<file path="config.mk">
export PLATFORM = sky130hd
export DESIGN_NAME = reg_file_scoreboard_flat
export DESIGN_NICKNAME = d
export VERILOG_FILES = /design/src/rtl/reg_file_scoreboard_pkg.sv /design/src/rtl/reg_file_scoreboard_if.sv /design/src/rtl/reg_file_scoreboard_busy_scoreboard.sv /design/src/rtl/reg_file_scoreboard.sv /design/src/flat_wrapper.sv
export SDC_FILE = /design/constraint.sdc
export NUM_CORES = 2
export LEC_CHECK = 0
export CAP_MARGIN = 10
export CELL_PAD_IN_SITES_DETAIL_PLACEMENT = 1
export CELL_PAD_IN_SITES_GLOBAL_PLACEMENT = 1
export CORE_ASPECT_RATIO = 0.7
export CORE_MARGIN = 2
export CORE_UTILIZATION = 54
export CTS_BUF_LIST = sky130_fd_sc_hd__clkbuf_16
export DETAILED_ROUTE_END_ITERATION = 8
export PLACE_DENSITY = 0.9
export SYNTH_ARGS = -nofsm -noshare
export SYNTH_HDL_FRONTEND = slang
export SYNTH_SLANG_ARGS = --single-unit
</file>
<file path="constraint.sdc">
create_clock -name clk -period 3.9 [get_ports clk]
set_input_delay 0.39 -clock clk [delete_from_list [all_inputs] [get_ports clk]]
set_output_delay 0.39 -clock clk [all_outputs]
set_load 0.05 [all_outputs]
</file>
<file path="src/rtl/reg_file_scoreboard_pkg.sv">
// ============================================================================
//  Module      : reg_file_scoreboard_pkg
//  Description : Shared widths, register count and types for the register
//                file with busy scoreboard.
//  Revision    : 1.0 - initial release
// ============================================================================
`default_nettype none

package reg_file_scoreboard_pkg;
    localparam int DATA_W = 32;
    localparam int ADDR_W = 5;
    localparam int NREG   = 2 ** ADDR_W;

    typedef logic [DATA_W-1:0] data_t;
    typedef logic [ADDR_W-1:0] addr_t;
    typedef logic [ADDR_W:0]   count_t;

    localparam addr_t REG_ZERO = 5'd0;
endpackage

`default_nettype wire

</file>
<file path="src/rtl/reg_file_scoreboard_if.sv">
// ============================================================================
//  Module      : reg_file_scoreboard_if
//  Description : Write-back, read and issue signals of the register file.
//  Revision    : 1.0 - initial release
// ============================================================================
`default_nettype none

interface reg_file_scoreboard_if;
    import reg_file_scoreboard_pkg::*;

    logic  regwre;
    addr_t writereg;
    data_t writedata;
    addr_t readreg1;
    addr_t readreg2;
    data_t readdata1;
    data_t readdata2;
    logic  issuevalid;
    logic  users;
    logic  usert;
    addr_t issuedest;
    logic  stall;
    count_t pending;

    modport master (
        output regwre, writereg, writedata, readreg1, readreg2,
        output issuevalid, users, usert, issuedest,
        input  readdata1, readdata2, stall, pending
    );

    modport slave (
        input  regwre, writereg, writedata, readreg1, readreg2,
        input  issuevalid, users, usert, issuedest,
        output readdata1, readdata2, stall, pending
    );
endinterface

`default_nettype wire

</file>
<file path="src/rtl/reg_file_scoreboard_busy_scoreboard.sv">
// ============================================================================
//  Module      : busy_scoreboard
//  Description : Per-register busy bits, RAW/WAW stall and busy-count.
//  Revision    : 1.0 - initial release
// ============================================================================
`default_nettype none

module busy_scoreboard
    import reg_file_scoreboard_pkg::*;
(
    input  wire logic   clk,
    input  wire logic   rst_n,
    input  wire logic   i_clr,
    input  wire addr_t  i_wr_addr,
    input  wire addr_t  i_rs,
    input  wire addr_t  i_rt,
    input  wire logic   i_issue_valid,
    input  wire logic   i_use_rs,
    input  wire logic   i_use_rt,
    input  wire addr_t  i_dest,
    output logic        o_stall,
    output count_t      o_pending
);
    logic [NREG-1:0] r_busy;
    logic [NREG-1:0] w_busy_nxt;
    count_t          r_pending;
    logic            w_haz1;
    logic            w_haz2;
    logic            w_hazd;
    logic            w_set;
    logic            w_set_new;
    logic            w_clr_eff;

    // A write retiring this cycle resolves the hazard on its register.
    assign w_haz1 = r_busy[i_rs] && !(i_clr && i_wr_addr == i_rs);
    assign w_haz2 = r_busy[i_rt] && !(i_clr && i_wr_addr == i_rt);
    assign w_hazd = (i_dest != REG_ZERO) && r_busy[i_dest]
                    && !(i_clr && i_wr_addr == i_dest);

    assign o_stall = i_issue_valid
                     && ((i_use_rs && w_haz1) || (i_use_rt && w_haz2) || w_hazd);
    assign w_set   = i_issue_valid && !o_stall && (i_dest != REG_ZERO);

    // Set and clear of the same register cancel in the count: busy stays 1.
    assign w_set_new = w_set && !r_busy[i_dest];
    assign w_clr_eff = i_clr && r_busy[i_wr_addr] && !(w_set && i_dest == i_wr_addr);

    always_comb begin
        w_busy_nxt = r_busy;
        if (i_clr)
            w_busy_nxt[i_wr_addr] = 1'b0;
        if (w_set)
            w_busy_nxt[i_dest] = 1'b1;
    end

    always_ff @(posedge clk or negedge rst_n) begin
        if (!rst_n) begin
            r_busy    <= '0;
            r_pending <= '0;
        end else begin
            r_busy    <= w_busy_nxt;
            r_pending <= r_pending + count_t'(w_set_new) - count_t'(w_clr_eff);
        end
    end

    assign o_pending = r_pending;
endmodule

`default_nettype wire

</file>
<file path="src/rtl/reg_file_scoreboard.sv">
// ============================================================================
//  Module      : reg_file_scoreboard
//  Description : 32x32 register file, two bypassed read ports, busy scoreboard.
//  Revision    : 1.0 - initial release
// ============================================================================
`default_nettype none

module reg_file_scoreboard
    import reg_file_scoreboard_pkg::*;
(
    input  wire logic           clk,
    input  wire logic           rst_n,
    reg_file_scoreboard_if.slave bus
);
    data_t r_regs [NREG];
    logic  w_we;

    assign w_we = bus.regwre && (bus.writereg != REG_ZERO);

    always_ff @(posedge clk or negedge rst_n) begin
        if (!rst_n) begin
            for (int i = 0; i < NREG; i++)
                r_regs[i] <= '0;
        end else if (w_we) begin
            r_regs[bus.writereg] <= bus.writedata;
        end
    end

    // Write-through bypass; w_we already excludes register 0.
    assign bus.readdata1 = !rst_n ? '0
                         : (w_we && bus.writereg == bus.readreg1) ? bus.writedata
                         : r_regs[bus.readreg1];
    assign bus.readdata2 = !rst_n ? '0
                         : (w_we && bus.writereg == bus.readreg2) ? bus.writedata
                         : r_regs[bus.readreg2];

    busy_scoreboard u_busy_scoreboard (
        .clk           (clk),
        .rst_n         (rst_n),
        .i_clr         (w_we),
        .i_wr_addr     (bus.writereg),
        .i_rs          (bus.readreg1),
        .i_rt          (bus.readreg2),
        .i_issue_valid (bus.issuevalid),
        .i_use_rs      (bus.users),
        .i_use_rt      (bus.usert),
        .i_dest        (bus.issuedest),
        .o_stall       (bus.stall),
        .o_pending     (bus.pending)
    );
endmodule

`default_nettype wire

</file>
<file path="src/flat_wrapper.sv">
// flat-port wrapper written by rule: the top's interface ports become plain ports
module reg_file_scoreboard_flat import reg_file_scoreboard_pkg::*;
  (clk, rst_n, bus_regwre, bus_writereg, bus_writedata, bus_readreg1, bus_readreg2, bus_issuevalid, bus_users, bus_usert, bus_issuedest, bus_readdata1, bus_readdata2, bus_stall, bus_pending);
  reg_file_scoreboard_if bus_i ();
  input  wire logic clk;
  input  wire logic rst_n;
  input wire logic [$bits(bus_i.regwre)-1:0] bus_regwre;
  input wire logic [$bits(bus_i.writereg)-1:0] bus_writereg;
  input wire logic [$bits(bus_i.writedata)-1:0] bus_writedata;
  input wire logic [$bits(bus_i.readreg1)-1:0] bus_readreg1;
  input wire logic [$bits(bus_i.readreg2)-1:0] bus_readreg2;
  input wire logic [$bits(bus_i.issuevalid)-1:0] bus_issuevalid;
  input wire logic [$bits(bus_i.users)-1:0] bus_users;
  input wire logic [$bits(bus_i.usert)-1:0] bus_usert;
  input wire logic [$bits(bus_i.issuedest)-1:0] bus_issuedest;
  output wire logic [$bits(bus_i.readdata1)-1:0] bus_readdata1;
  output wire logic [$bits(bus_i.readdata2)-1:0] bus_readdata2;
  output wire logic [$bits(bus_i.stall)-1:0] bus_stall;
  output wire logic [$bits(bus_i.pending)-1:0] bus_pending;
  assign bus_i.regwre = bus_regwre;
  assign bus_i.writereg = bus_writereg;
  assign bus_i.writedata = bus_writedata;
  assign bus_i.readreg1 = bus_readreg1;
  assign bus_i.readreg2 = bus_readreg2;
  assign bus_i.issuevalid = bus_issuevalid;
  assign bus_i.users = bus_users;
  assign bus_i.usert = bus_usert;
  assign bus_i.issuedest = bus_issuedest;
  assign bus_readdata1 = bus_i.readdata1;
  assign bus_readdata2 = bus_i.readdata2;
  assign bus_stall = bus_i.stall;
  assign bus_pending = bus_i.pending;
  reg_file_scoreboard u_core (.clk(clk), .rst_n(rst_n), .bus(bus_i));
endmodule
</file>
=== Yosys cells after proc, flatten, opt, wreduce, memory -nomap -nowiden ===
Cells that the tools add are included.

* Bits in registers: 1062
* Input port bits: 58
* Logic and storage cells: 113

* Add/subtract/negate cells: 2
* Order comparisons: 10
* Eq/ne operators: 4
* Mux-type cells: 27
* Bitwise gates (word level): 6
* Reduce and logical (&&, ||, !) cells: 30

{| class="wikitable"
|+ Operators by type and width
! cell !! count
|-
| $bwmux 1024 || 1
|-
| $mux 32 || 11
|-
| $bmux 32 s5 || 2
|-
| $demux 32 s5 || 1
|-
| $and 32x32->32 || 1
|-
| $not 32->32 || 1
|-
| $or 32x32->32 || 1
|-
| $lt 5x6->1 const B || 4
|-
| $bmux 1 s5 || 4
|-
| $eq 5x5->1 || 4
|-
| $logic_and 1x1->1 || 20
|-
| $ge 6x6->1 const B || 3
|-
| $not 5->6 || 3
|-
| $demux 1 s5 || 2
|-
| $ge 5x1->1 const B || 2
|-
| $reduce_bool 5->1 || 2
|-
| $add 6x1->6 || 1
|-
| $logic_not 1->1 || 6
|-
| $lt 6x1->1 const B || 1
|-
| $mux 1 || 6
|-
| $sub 6x1->6 || 1
|-
| $logic_or 1x1->1 || 2
|}

=== Depth between registers and ports, before layout ===
* Word-level depth: 16
* Gate-level depth with buffers: 16

=== By module ===
A second synthesis with hierarchy kept.

* Cell total of the unflattened synthesis: 4478
* Area total of the unflattened synthesis: 59540.9 um^2

{| class="wikitable"
|+ By module, submodules not included
! module !! instances !! cells an instance !! area each (um^2)
|-
| reg_file_scoreboard || 1 || 4181 || 56355.3
|-
| busy_scoreboard || 1 || 297 || 3185.6
|}

=== Least setup slack after synthesis ===
Ideal clock, no wire load.

* Path kind: input to register
* From: input port bus_readreg1[0]
* To: register u_core.u_busy_scoreboard.r_pending[4] (netlist: u_core.u_busy_scoreboard.o_pending[4])
* Arrival: 3518 ps
* Data required time: 3820 ps
* Setup slack: 302 ps
* Stages: 16
* Path buffers: 2
* Cells stage by stage: clkbuf_1 -> buf_6 -> xnor2_1 -> nand3_1 -> or4_4 -> nand4b_1 -> nand3_2 -> or3b_2 -> ha_1 -> inv_1 -> ha_1 -> fa_1 -> a21oi_1 -> nor2_1 -> nor2_1 -> xnor2_1

* Cells in the longest elaborated chain, start to end: 15
* Elaborated cells between the ends (all ways): 19
* Classes of those cells: add/sub: 2; eq/ne: 1; mux: 2; reduce/logical: 14

{| class="wikitable"
|+ Ends and longest elaborated chain
! element !! RTL line !! RTL
|-
| from (decl) || flat_wrapper.sv:10 || <nowiki>input wire logic [$bits(bus_i.readreg1)-1:0] bus_readreg1;</nowiki>
|-
| branches (longest 3 deep; another with $bmux 1 s5) || - ||
|-
| $logic_and 1x1->1 * || reg_file_scoreboard_busy_scoreboard.sv:35 || <nowiki>assign w_haz1 = r_busy[i_rs] && !(i_clr && i_wr_addr == i_rs);</nowiki>
|-
| $logic_and 1x1->1 * || reg_file_scoreboard_busy_scoreboard.sv:41 || <nowiki>&& ((i_use_rs && w_haz1) || (i_use_rt && w_haz2) || w_hazd);</nowiki>
|-
| $logic_or 1x1->1 * (2 in a row) || reg_file_scoreboard_busy_scoreboard.sv:41 ||
|-
| $logic_and 1x1->1 * || reg_file_scoreboard_busy_scoreboard.sv:41 ||
|-
| $logic_not 1->1 * || reg_file_scoreboard_busy_scoreboard.sv:42 || <nowiki>assign w_set = i_issue_valid && !o_stall && (i_dest != REG_ZERO);</nowiki>
|-
| $logic_and 1x1->1 * (2 in a row) || reg_file_scoreboard_busy_scoreboard.sv:42 ||
|-
| branches (longest 3 deep; another with $add 6x1->6) || - ||
|-
| $sub 6x1->6 * || reg_file_scoreboard_busy_scoreboard.sv:62 || <nowiki>r_pending <= r_pending + count_t'(w_set_new) - count_t'(w_clr_eff);</nowiki>
|-
| to (signal assigned) || reg_file_scoreboard_busy_scoreboard.sv:62 ||
|-
| to (decl) || reg_file_scoreboard_busy_scoreboard.sv:26 || <nowiki>count_t r_pending;</nowiki>
|}

Every way passes the cells marked *. The select of a mux whose other input is x is not followed.
A chain may end at the register's enable or synchronous reset.

=== Final worst setup path ===
* From: input port bus_writereg[0]
* To: output port bus_readdata2[13]

* Cells in the longest elaborated chain, start to end: 5
* Elaborated cells between the ends (all ways): 6
* Classes of those cells: eq/ne: 1; mux: 2; reduce/logical: 3

{| class="wikitable"
|+ Ends and longest elaborated chain
! element !! RTL line !! RTL
|-
| from (decl) || flat_wrapper.sv:8 || <nowiki>input wire logic [$bits(bus_i.writereg)-1:0] bus_writereg;</nowiki>
|-
| $reduce_bool 5->1 || reg_file_scoreboard.sv:18 || <nowiki>assign w_we = bus.regwre && (bus.writereg != REG_ZERO);</nowiki>
|-
| $logic_and 1x1->1 || reg_file_scoreboard.sv:18 ||
|-
| $logic_and 1x1->1 * || reg_file_scoreboard.sv:34 || <nowiki>: (w_we && bus.writereg == bus.readreg2) ? bus.writedata</nowiki>
|-
| $mux 32 * || reg_file_scoreboard.sv:34 ||
|-
| $mux 32 * || reg_file_scoreboard.sv:33 || <nowiki>assign bus.readdata2 = !rst_n ? '0</nowiki>
|-
| to (decl) || flat_wrapper.sv:17 || <nowiki>output wire logic [$bits(bus_i.readdata2)-1:0] bus_readdata2;</nowiki>
|}

Mark *: on every way between the ends. The rest lies on a longest branch, timed or not.

==> impl_metrics.yaml <==
floorplanning:
  rows: 100
  die_height_um: 277
  die_area_um2: 109000
  chipWidth_um: 394
  start_util_pct: 54.4
  io_pins: 129
  core_region_area_um2: 106000
setup_path:
  cp_slowest_cell: "clkdlybuf4s50_1"
  worstSetupPathDepth: 9
  cp-endpoint: "bus_readdata2[13]"
  worst_path_largest_cell_delay_ps: 560
  critPathKind: "in -> out"
  r2r-end: "u_core.u_busy_scoreboard.o_pending[4]$_DFF_PN0_"
  cp-end-kind: "output pin"
  r2r_cells: 14
  cp_data_arrival_time_ps: 3450
  crit_chain: "clkdlybuf4s50_1 > or2_1 > o41ai_2 > or4_4 > buf_4 > buf_4 > o21ai_0 > a21oi_1 > buf_12"
  r2r_slack_ps: 180
  path_buf_inv: 4
  startpoint: "bus_writereg[0]"
  required_ps: 3510
  cp_top_family: "buffers and inverters"
  path_common_cell: "buf_4"
  worstPathMaxFanout: 30
  start_kind: "input port"
  timing.rr.start: "u_core.u_busy_scoreboard.r_busy[27]$_DFF_PN0_"
timing:
  hold_viol: 0
  worst_slack_ps: 64.5
  max_freq_ghz: 0.261
  fin_crit_sh_pct: 98.3
  relSlewSlack_pct: 33.7
  finalClockSkew_ps: 23.5
  grt_setup_unrepaired: "no"
  tightestPinTransition_ps: 994
  setup_violations: 0
  slew_violations: 0
  period_needed_ps: 3840
global_routing:
  grt_max_degree: 152
  grt_pass1_vias: 42800
  grt_overflow_total: 0
  antenna_found_initial: 2
  grt.total_usage_pct: 38.3
  grt_pass1_wl_um: 306000
placed_design:
  dpl.cell_count: 4914
  pre_cts_slack_ps: -211
  dpl_cell_area_um2: 61500
  port_buffers: 128
  place.gp.congestion: 0.912
  hpwl_um: 113000
final_layout:
  area.growth.synth_to_final_pct: 12.5
  final_cell_mix: "dfrtp_1 (1,062), mux2_2 (993), mux4_2 (664)"
  final_common_cell: "dfrtp_1"
  instances_no_fill: 5108
  drive_gt1_share_pct: 57.1
  nets: 3658
  design_area_um2: 64800
  utilization_pct: 61.1
detailed_routing:
  wl_per_cell_um: 40.3
  drt_iter0_markers: 4184
  first_pass_iters: 8
  viasPerCell: 7.55
  ant_nets: 0
  via_count: 38500
  drc: 0
  wl_um: 206000
pwr:
  irDropWorstVdd_mv: 0.502
  power.leakage_nw: 27.3
  powerDensity_nw_per_um2: 530
clock_tree:
  cts_buffers: 104
  post_cts_buffers: 0
  cts_root_buffer: "clkbuf_16"
  clock_sinks: 1062
  clk_pin_slew_ps: 70
  htreeDepth: 3
  insertion_delay_ps: 730
  cts_tree: "done"
  cts_max_path_buffers: 3
synth:
  syn_inst: 3611
  netlist-cell-type-count: 49
  synth_seq_cells: 1062
  seq_area_frac_synth_pct: 46.1
  syn-cell-area_um2: 57600
  yosys_warnings: 0
  syn_area_per_cell_um2: 16.0
  syn_nets: 3676
job:
  max-cap-violations: 0
min_path:
  min_path_type: "in -> async"
status:
  outcome: "completed"
[through the flow]
stage               setup TNS, ps  hold WS, ps  total power [mW]
CTS                             0          230              34.2
global placement             -124          366              22.7
floorplan                       0         94.4              20.5
detailed placement           -505          370              23.8
finish                          0          257              34.3
global route                    0          254              35.3
[worst min path at each step]
stage,from,end,slack (ps),depth (start not counted)
2_1_floorplan,rst_n,u_core.r_regs[0]$_DFFE_PN0P_,90,0
3_5_place_dp,rst_n,u_core.r_regs[351]$_DFFE_PN0P_,370,1
5_1_grt,rst_n,u_core.r_regs[916]$_DFFE_PN0P_,250,2
6_report,rst_n,u_core.r_regs[319]$_DFFE_PN0P_,260,2
3_3_place_gp,rst_n,u_core.r_regs[758]$_DFFE_PN0P_,370,1
4_1_cts,rst_n,u_core.r_regs[916]$_DFFE_PN0P_,230,2
[Yosys cell counts, drive strengths merged]
library cell | count | area share, %
or3b | 4 | 0.061
o31ai | 23 | 0.30
a21oi | 67 | 0.58
o22ai | 9 | 0.098
nor4 | 3 | 0.043
ha | 6 | 0.13
or2 | 5 | 0.054
mux2 | 993 | 19
o21a | 1 | 0.013
nand3 | 8 | 0.078
nand4 | 3 | 0.033
nor3 | 5 | 0.043
nor2b | 2 | 0.022
fa | 1 | 0.035
or3 | 2 | 0.022
clkbuf | 238 | 1.6
nand2 | 54 | 0.35
a21o | 1 | 0.013
o21ai | 82 | 0.71
o32ai | 1 | 0.015
xnor2 | 12 | 0.18
o21bai | 1 | 0.013
nor3b | 3 | 0.039
and3 | 2 | 0.022
mux4 | 664 | 26
nand3b | 3 | 0.039
or4 | 2 | 0.033
o41a | 1 | 0.020
dfrtp | 1062 | 46
nand4b | 2 | 0.030
buf | 191 | 1.6
and3b | 1 | 0.015
inv | 9 | 0.059
o41ai | 8 | 0.20
xor2 | 8 | 0.12
a21boi | 1 | 0.013
nor2 | 28 | 0.18
o221ai | 1 | 0.015
nand2b | 9 | 0.098
mux2i | 95 | 1.7
[cells by family after synthesis]
| logic type | after synthesis | synth area share (%) |
|---|---|---|
| adders and majority gates | 7 | 0.165 |
| xor gates and xnor gates | 20 | 0.304 |
| AOI/OAI and AO/OA | 196 | 1.99 |
| buffers and inverters | 438 | 3.20 |
| and+or+nand+nor | 136 | 1.17 |
| DFF | 1062 | 46.1 |
| muxes | 1752 | 47.0 |
[state kept, by name (all words and copies together) (netlist names)]
register / flops
u_core.r_regs: 1024
u_core.u_busy_scoreboard.o_pending: 6
u_core.u_busy_scoreboard.r_busy: 32
[timing repair]
item | in CTS | in global routing
hold buffers | 1 | 0
gates resized for setup | 0 | 6
endpoints found under the setup margin | 0 | 19
hold endpoints to repair | 27 | 0
[layout make-up]
cell class	count	area [um2]
Antenna cell	2	5.00
Clock buffer	105	2630
Clock inverter	86	587
Fill cell	9119	41200
Inverter	9	33.8
Multi-Input combinational cell	2111	29400
Sequential cell	1062	26600
Tap cell	1428	1790
Timing Repair Buffer	305	3810
[layer usage]
layer	wire, um	global-route usage [%]	vias to the layer above
met1	72900	48.2	20800
met5	20	0	-
li1	-	-	14100
met3	21100	11.1	886
met4	13800	22.1	2
met2	98300	59.8	2826
[power breakdown]
part | switching (mW) | total, mW | internal (mW)
clock | 4.80 | 10.1 | 5.30
combinational | 3.84 | 8.78 | 4.95
sequential | 2.27 | 15.4 | 13.2
Note: power is estimated with default switching activity, not from simulation.
